### src/rtl/fft_stage_sequencer.sv
// Address/control sequencer for an in-place radix-2 DIT FFT over a dual-port sample RAM.
// Optional abort support is compiled in with `define FFT_SEQ_ABORT_EN.
module fft_stage_sequencer #(
   parameter int N_LOG2     = 8,
   parameter int BF_LATENCY = 4
) (
   input  logic              clk,
   input  logic              n_rst,
   input  logic              fft_start,
`ifdef FFT_SEQ_ABORT_EN
   input  logic              abort,
   output logic              aborted,
`endif
   output logic              mem_sel,
   output logic              busy,
   output logic              done,
   output logic [N_LOG2-1:0] stage,
   output logic              rd_en,
   output logic [N_LOG2-1:0] rd_addr_a,
   output logic [N_LOG2-1:0] rd_addr_b,
   output logic [N_LOG2-2:0] tw_addr,
   output logic              bf_valid,
   output logic              wr_en,
   output logic [N_LOG2-1:0] wr_addr_a,
   output logic [N_LOG2-1:0] wr_addr_b
);

   localparam int W = N_LOG2;
   localparam int L = 1 + BF_LATENCY;
   localparam logic [W-1:0] LAST_STAGE = W'(W - 1);

   typedef enum logic [1:0] {IDLE, ISSUE, DRAIN, DONE} state_t;

   state_t       state, state_nxt;
   logic [W-2:0] j, j_nxt;
   logic [W-1:0] stage_q, stage_nxt;
   logic         issue;
   logic         stop_now;
   logic         kill;
   logic         finish_abort;
   logic         drain_empty;

   logic [L:1]   vld_pipe;
   logic [W-1:0] pipe_a [1:L];
   logic [W-1:0] pipe_b [1:L];

   logic [W-1:0] jw, half, k, g, addr_a, tw_shift;

`ifdef FFT_SEQ_ABORT_EN
   logic abort_pend;
   assign stop_now = abort;
   assign kill     = abort_pend | abort;
`else
   assign stop_now = 1'b0;
   assign kill     = 1'b0;
`endif

   // Only the final pipeline slot may be occupied when the barrier releases:
   // that slot is the stage's last write-back, emitted this very cycle.
   assign drain_empty = (vld_pipe[L-1:1] == '0);

   always_comb begin
      state_nxt    = state;
      j_nxt        = j;
      stage_nxt    = stage_q;
      issue        = 1'b0;
      finish_abort = 1'b0;
      case (state)
         IDLE: begin
            if (fft_start) begin
               state_nxt = ISSUE;
               j_nxt     = '0;
               stage_nxt = '0;
            end
         end
         ISSUE: begin
            if (stop_now) begin
               state_nxt = DRAIN;
            end else begin
               issue = 1'b1;
               j_nxt = j + 1'b1;
               if (j == '1) state_nxt = DRAIN;
            end
         end
         DRAIN: begin
            if (drain_empty) begin
               if (kill) begin
                  state_nxt    = IDLE;
                  finish_abort = 1'b1;
               end else if (stage_q == LAST_STAGE) begin
                  state_nxt = DONE;
               end else begin
                  state_nxt = ISSUE;
                  stage_nxt = stage_q + 1'b1;
                  j_nxt     = '0;
               end
            end
         end
         default: state_nxt = IDLE;
      endcase
   end

   // Butterfly j of the stage splits into group g and offset k within the group.
   always_comb begin
      jw       = {1'b0, j};
      half     = W'(1) << stage_q;
      k        = jw & (half - W'(1));
      g        = jw >> stage_q;
      addr_a   = (g << (stage_q + 1'b1)) | k;
      tw_shift = LAST_STAGE - stage_q;
   end

   assign rd_en     = issue;
   assign rd_addr_a = issue ? addr_a : '0;
   assign rd_addr_b = issue ? (addr_a + half) : '0;
   assign tw_addr   = issue ? (k[W-2:0] << tw_shift) : '0;
   assign mem_sel   = (state != IDLE);
   assign busy      = (state == ISSUE) || (state == DRAIN);
   assign done      = (state == DONE);
   assign stage     = stage_q;
   assign bf_valid  = vld_pipe[1];
   assign wr_en     = vld_pipe[L];
   assign wr_addr_a = pipe_a[L];
   assign wr_addr_b = pipe_b[L];

   always_ff @(posedge clk) begin
      if (!n_rst) begin
         state    <= IDLE;
         j        <= '0;
         stage_q  <= '0;
         vld_pipe <= '0;
         for (int i = 1; i <= L; i++) begin
            pipe_a[i] <= '0;
            pipe_b[i] <= '0;
         end
      end else begin
         state    <= state_nxt;
         j        <= j_nxt;
         stage_q  <= stage_nxt;
         vld_pipe <= {vld_pipe[L-1:1], rd_en};
         pipe_a[1] <= rd_addr_a;
         pipe_b[1] <= rd_addr_b;
         for (int i = 2; i <= L; i++) begin
            pipe_a[i] <= pipe_a[i-1];
            pipe_b[i] <= pipe_b[i-1];
         end
      end
   end

`ifdef FFT_SEQ_ABORT_EN
   // An abort seen in ISSUE or DRAIN sticks until the run falls back to IDLE.
   always_ff @(posedge clk) begin
      if (!n_rst) begin
         abort_pend <= 1'b0;
         aborted    <= 1'b0;
      end else begin
         abort_pend <= (state_nxt != IDLE) &&
                       (abort_pend || (abort && ((state == ISSUE) || (state == DRAIN))));
         aborted    <= finish_abort;
      end
   end
`else
   logic unused_finish;
   assign unused_finish = finish_abort;
`endif

endmodule

### config.mk
export PLATFORM = sky130hd
export DESIGN_NAME = fft_stage_sequencer
export DESIGN_NICKNAME = d
export VERILOG_FILES = /design/src/rtl/fft_stage_sequencer.sv
export SDC_FILE = /design/constraint.sdc
export NUM_CORES = 1
export LEC_CHECK = 0
export CELL_PAD_IN_SITES_DETAIL_PLACEMENT = 1
export CELL_PAD_IN_SITES_GLOBAL_PLACEMENT = 1
export CORE_ASPECT_RATIO = 2
export CORE_UTILIZATION = 46
export DETAILED_ROUTE_END_ITERATION = 8
export HOLD_SLACK_MARGIN = 0.02
export MAX_ROUTING_LAYER = met4
export PLACE_DENSITY_LB_ADDON = 0.1
export SLEW_MARGIN = 5
export SYNTH_ARGS = -nofsm -noshare
export SYNTH_HDL_FRONTEND = slang
export SYNTH_SLANG_ARGS = --single-unit
### constraint.sdc
create_clock -name clk -period 13.7 [get_ports clk]
set_clock_uncertainty 0.2 [all_clocks]
set_input_delay 2.055 -clock clk [delete_from_list [all_inputs] [get_ports clk]]
set_output_delay 2.055 -clock clk [all_outputs]
set_load 0.01 [all_outputs]
==> impl_results.md <==
* Gate power share at 27.2%
* Pleak at 0.002295 uW
* Post-synth top flop: dfxtp_1
* Synth Area per Inst at 8.737 um2
* Seq/Total Area, Yosys at 39.54%
* Max Slew Vio Count at 0
* Non-Filler Instances at 746
* Wirelength, routed at 15110 um
* Worst skew pair latency at 0.35 ns
* Pint at 513.1 uW
* Row count at 54
* Critical Path AT at 5.38 ns
* Async S/R FF share, synth at 0%
* Die Area at 11680 um2
* Clock-pin slew on the worst setup and hold paths at 0.08 ns
* Library cells used by synthesis at 73
* Critical Path Max Stage Delay at 0.67 ns
* WL/cell at 20.26 um
* Final hold slack at 0.2346 ns
* Final instance area at 5911 um2
* Setup repair bufs after CTS at 0
* Pwr Density at 132.8 nW/um2
* Routability-driven placement congestion ratio at 0.9598
* WL met2 at 8513 um
* Sw power at 272.0 uW
* Vias per inst at 5.724
* Setup total negative slack at 0 ns
* Vias post-DR at 4270
* Hold Path Depth at 1
* CP top delay family: simple AND/OR/NAND/NOR gates
* Worst Path Buf+Inv at 2
* Crit path max-delay cell type: or4_4
* Fmax at 130.9 MHz
* Number of synthesized flops with an enable pin at 0
* Hold_buf cts at 0
* RSZ-0062 raised after global routing: no
* Status: finished, final reports clean
* Kind of start point of the critical path: register
* Switching Share at 34.64%
* Clk pwr share at 32.6%
* Num Clock Sinks at 102
* ANT cells at 0
* Seq pwr share at 40.2%
* #FFs+latches synth at 102
* Final setup violation count at 0
* Final Cycle Share at 55.76%
* Core area at 10950 um2
* Routed Antenna Nets at 0
* DP Wirelength at 11220 um
* CTS Buffer Depth at 2
* Die width at 76.92 um
* Initial Util at 47.18%
* DP Area at 5600 um2
* Tot GR Track Use at 27.56%
* Die height at 151.8 um
* Met3 wire length at 453 um
* CP max FO at 12
* Met1 wire length at 5253 um
* Clock root buffer: clkbuf_16
* Post-synthesis instance area at 5164 um2
* Initial antenna violation count at 0
* CTS tree: done
* WP depth at 17
* CP Cell Sequence: or4_4, or3_4, or3_1, ha_1, and2_1, a31oi_1, o21ai_0, a22o_1, a21oi_1, inv_1, ha_1, nor2_1, nor2_1, o41ai_1, or3_1, a21boi_1, clkdlybuf4s50_1
* Initial DRC count at 209
* I/O pin total at 56
* First-pass GRT wire length at 23680 um
* Post-cts resize count at 0
* Cells on worst reg2reg path at 16
* Max-Cap Viols at 0
* Ys Warns at 0
* Min-Delay Path Class: register to register
* VDD IR max at 0.0001002 V
* PortBufs at 55
* Worst-margin pin slew at 0.9325 ns
* Area growth syn-to-layout at 14.47%
* Top Layer Used: met4
* Fin. Hold Viols at 0
* Post-synthesis instance total at 591
* Data required, critical path at 11.44 ns
* Fin nets at 621
* Dpl cells at 730
* Final core utilization at 54.00%
* Vias in the first global route at 4471
* Share of layout cells above drive strength 1 at 8.251%
* Post-layout min period at 7.639 ns
* Slew HR at 37.30%
* Total CTS buffers at 9
* Pin count of the biggest net entering global routing at 92
* Crit. End Element: primary output
* H-tree depth at 3
* Drt first pass iters at 4
* DRC Markers at 0
* Grt ovf at 0
* Syn Nets at 611
* WS Path Type: register to primary output
[worst register-to-register path, stage by stage, from the launching register on]
cell and delay [ns]:
dfxtp_1 0.43, or4_4 0.67, or3_4 0.40, or3_1 0.42
ha_1 0.36, and2_1 0.21, a31oi_1 0.14, o21ai_0 0.13
a22o_1 0.20, a21oi_1 0.35, inv_1 0.09, ha_1 0.32
nor2_1 0.05, nor2_1 0.11, o41ai_1 0.09, or3_1 0.34
a21oi_1 0.15
[synth_stat cells (5+ instances only)]
master	instances	area, um2
dfxtp_1	102	2042
and2_1	87	544.3
nand2_1	39	146.4
nor2_1	39	146.4
clkbuf_1	30	112.6
o21ai_0	26	130.1
nor3_1	20	100.1
inv_1	17	63.81
buf_4	16	120.1
ha_1	16	200.2
nor2b_1	16	100.1
a21boi_0	14	105.1
and3_1	12	75.07
nand3_1	12	60.06
a21oi_1	10	50.05
buf_2	8	40.04
nand2b_1	8	50.05
mux2i_1	7	70.07
nor3b_1	7	52.55
xnor2_1	5	43.79
[cell type report]
class / count / area, um2
fillers: 1312 / 5035
repair buffers: 60 / 583.1
clock inverters: 7 / 85.08
clock buffers: 9 / 225.2
well taps: 140 / 175.2
flip-flops and latches: 102 / 2042
multi-input cells: 410 / 2733
inverters: 18 / 67.56
[layout by cell type, fill, tap and decap left out, drive strengths merged, types with 4 or more instances in the layout]
master	count
or3	5
mux2	4
a21boi	16
buf	6
nand2b	8
nor2b	16
or2	4
a31oi	4
nand2	39
ha	16
nor3	21
a21oi	10
and2	88
xnor2	5
nand3b	4
clkbuf	9
o21ai	27
nand4	4
mux2i	7
clkdlybuf4s50	54
o31ai	5
nor3b	7
inv	21
and3	12
nand3	12
dfxtp	102
nor2	40
o41ai	4
[metal layers]
layer,vias to the layer above,global-route usage (%)
met1,2080,25.45
met5,-,-
met3,46,3.664
met4,0,20.05
met2,116,50.34
li1,2028,-
[worst paths after layout]
kind | start | to | slack, ns
max | stage[4] | rd_addr_b[7] | 6.06
min | pipe_a[0][12] | pipe_a[0][20] | 0.23
max reg2reg | stage[4] | pipe_b[0][15] | 8.94
min reg2reg | pipe_a[0][12] | pipe_a[0][20] | 0.23
[cell families after synthesis]
group                    share of synthesized area [%]
AO/OA/AOI/OAI                                    14.39
XOR/XNOR                                         1.187
adder cells (fa/ha/maj)                          4.265
buffers and inverters                            7.536
flip-flops                                       39.54
multiplexers                                     3.101
AND/OR/NAND/NOR                                  29.97
[power groups by stage]
| stage | Clock [uW] | Combinational [uW] | Sequential, uW |
|---|---|---|---|
| 2_1_floorplan | 0 | 139 | 319 |
| 4_1_cts | 264 | 215 | 316 |
| 3_5_place_dp | 0 | 213 | 322 |
| 3_3_place_gp | 0 | 207 | 321 |
| 6_report | 256 | 214 | 316 |
| 5_1_grt | 274 | 233 | 317 |
[metrics by stage]
step | power [uW] | setup WS, ns
2_1_floorplan | 457.4 | 7.321
3_3_place_gp | 528.5 | 6.499
3_5_place_dp | 535.3 | 6.424
4_1_cts | 794.5 | 6.027
5_1_grt | 823.8 | 5.796
6_report | 785.0 | 6.062
[registers in the layout (all words and copies together) (netlist names)]
| register | flops |
|---|---|
| j | 7 |
| pipe_a | 40 |
| pipe_b | 40 |
| stage | 8 |
| state | 2 |
| vld_pipe | 5 |
No activity file was read; power rests on OpenSTA's default activity.
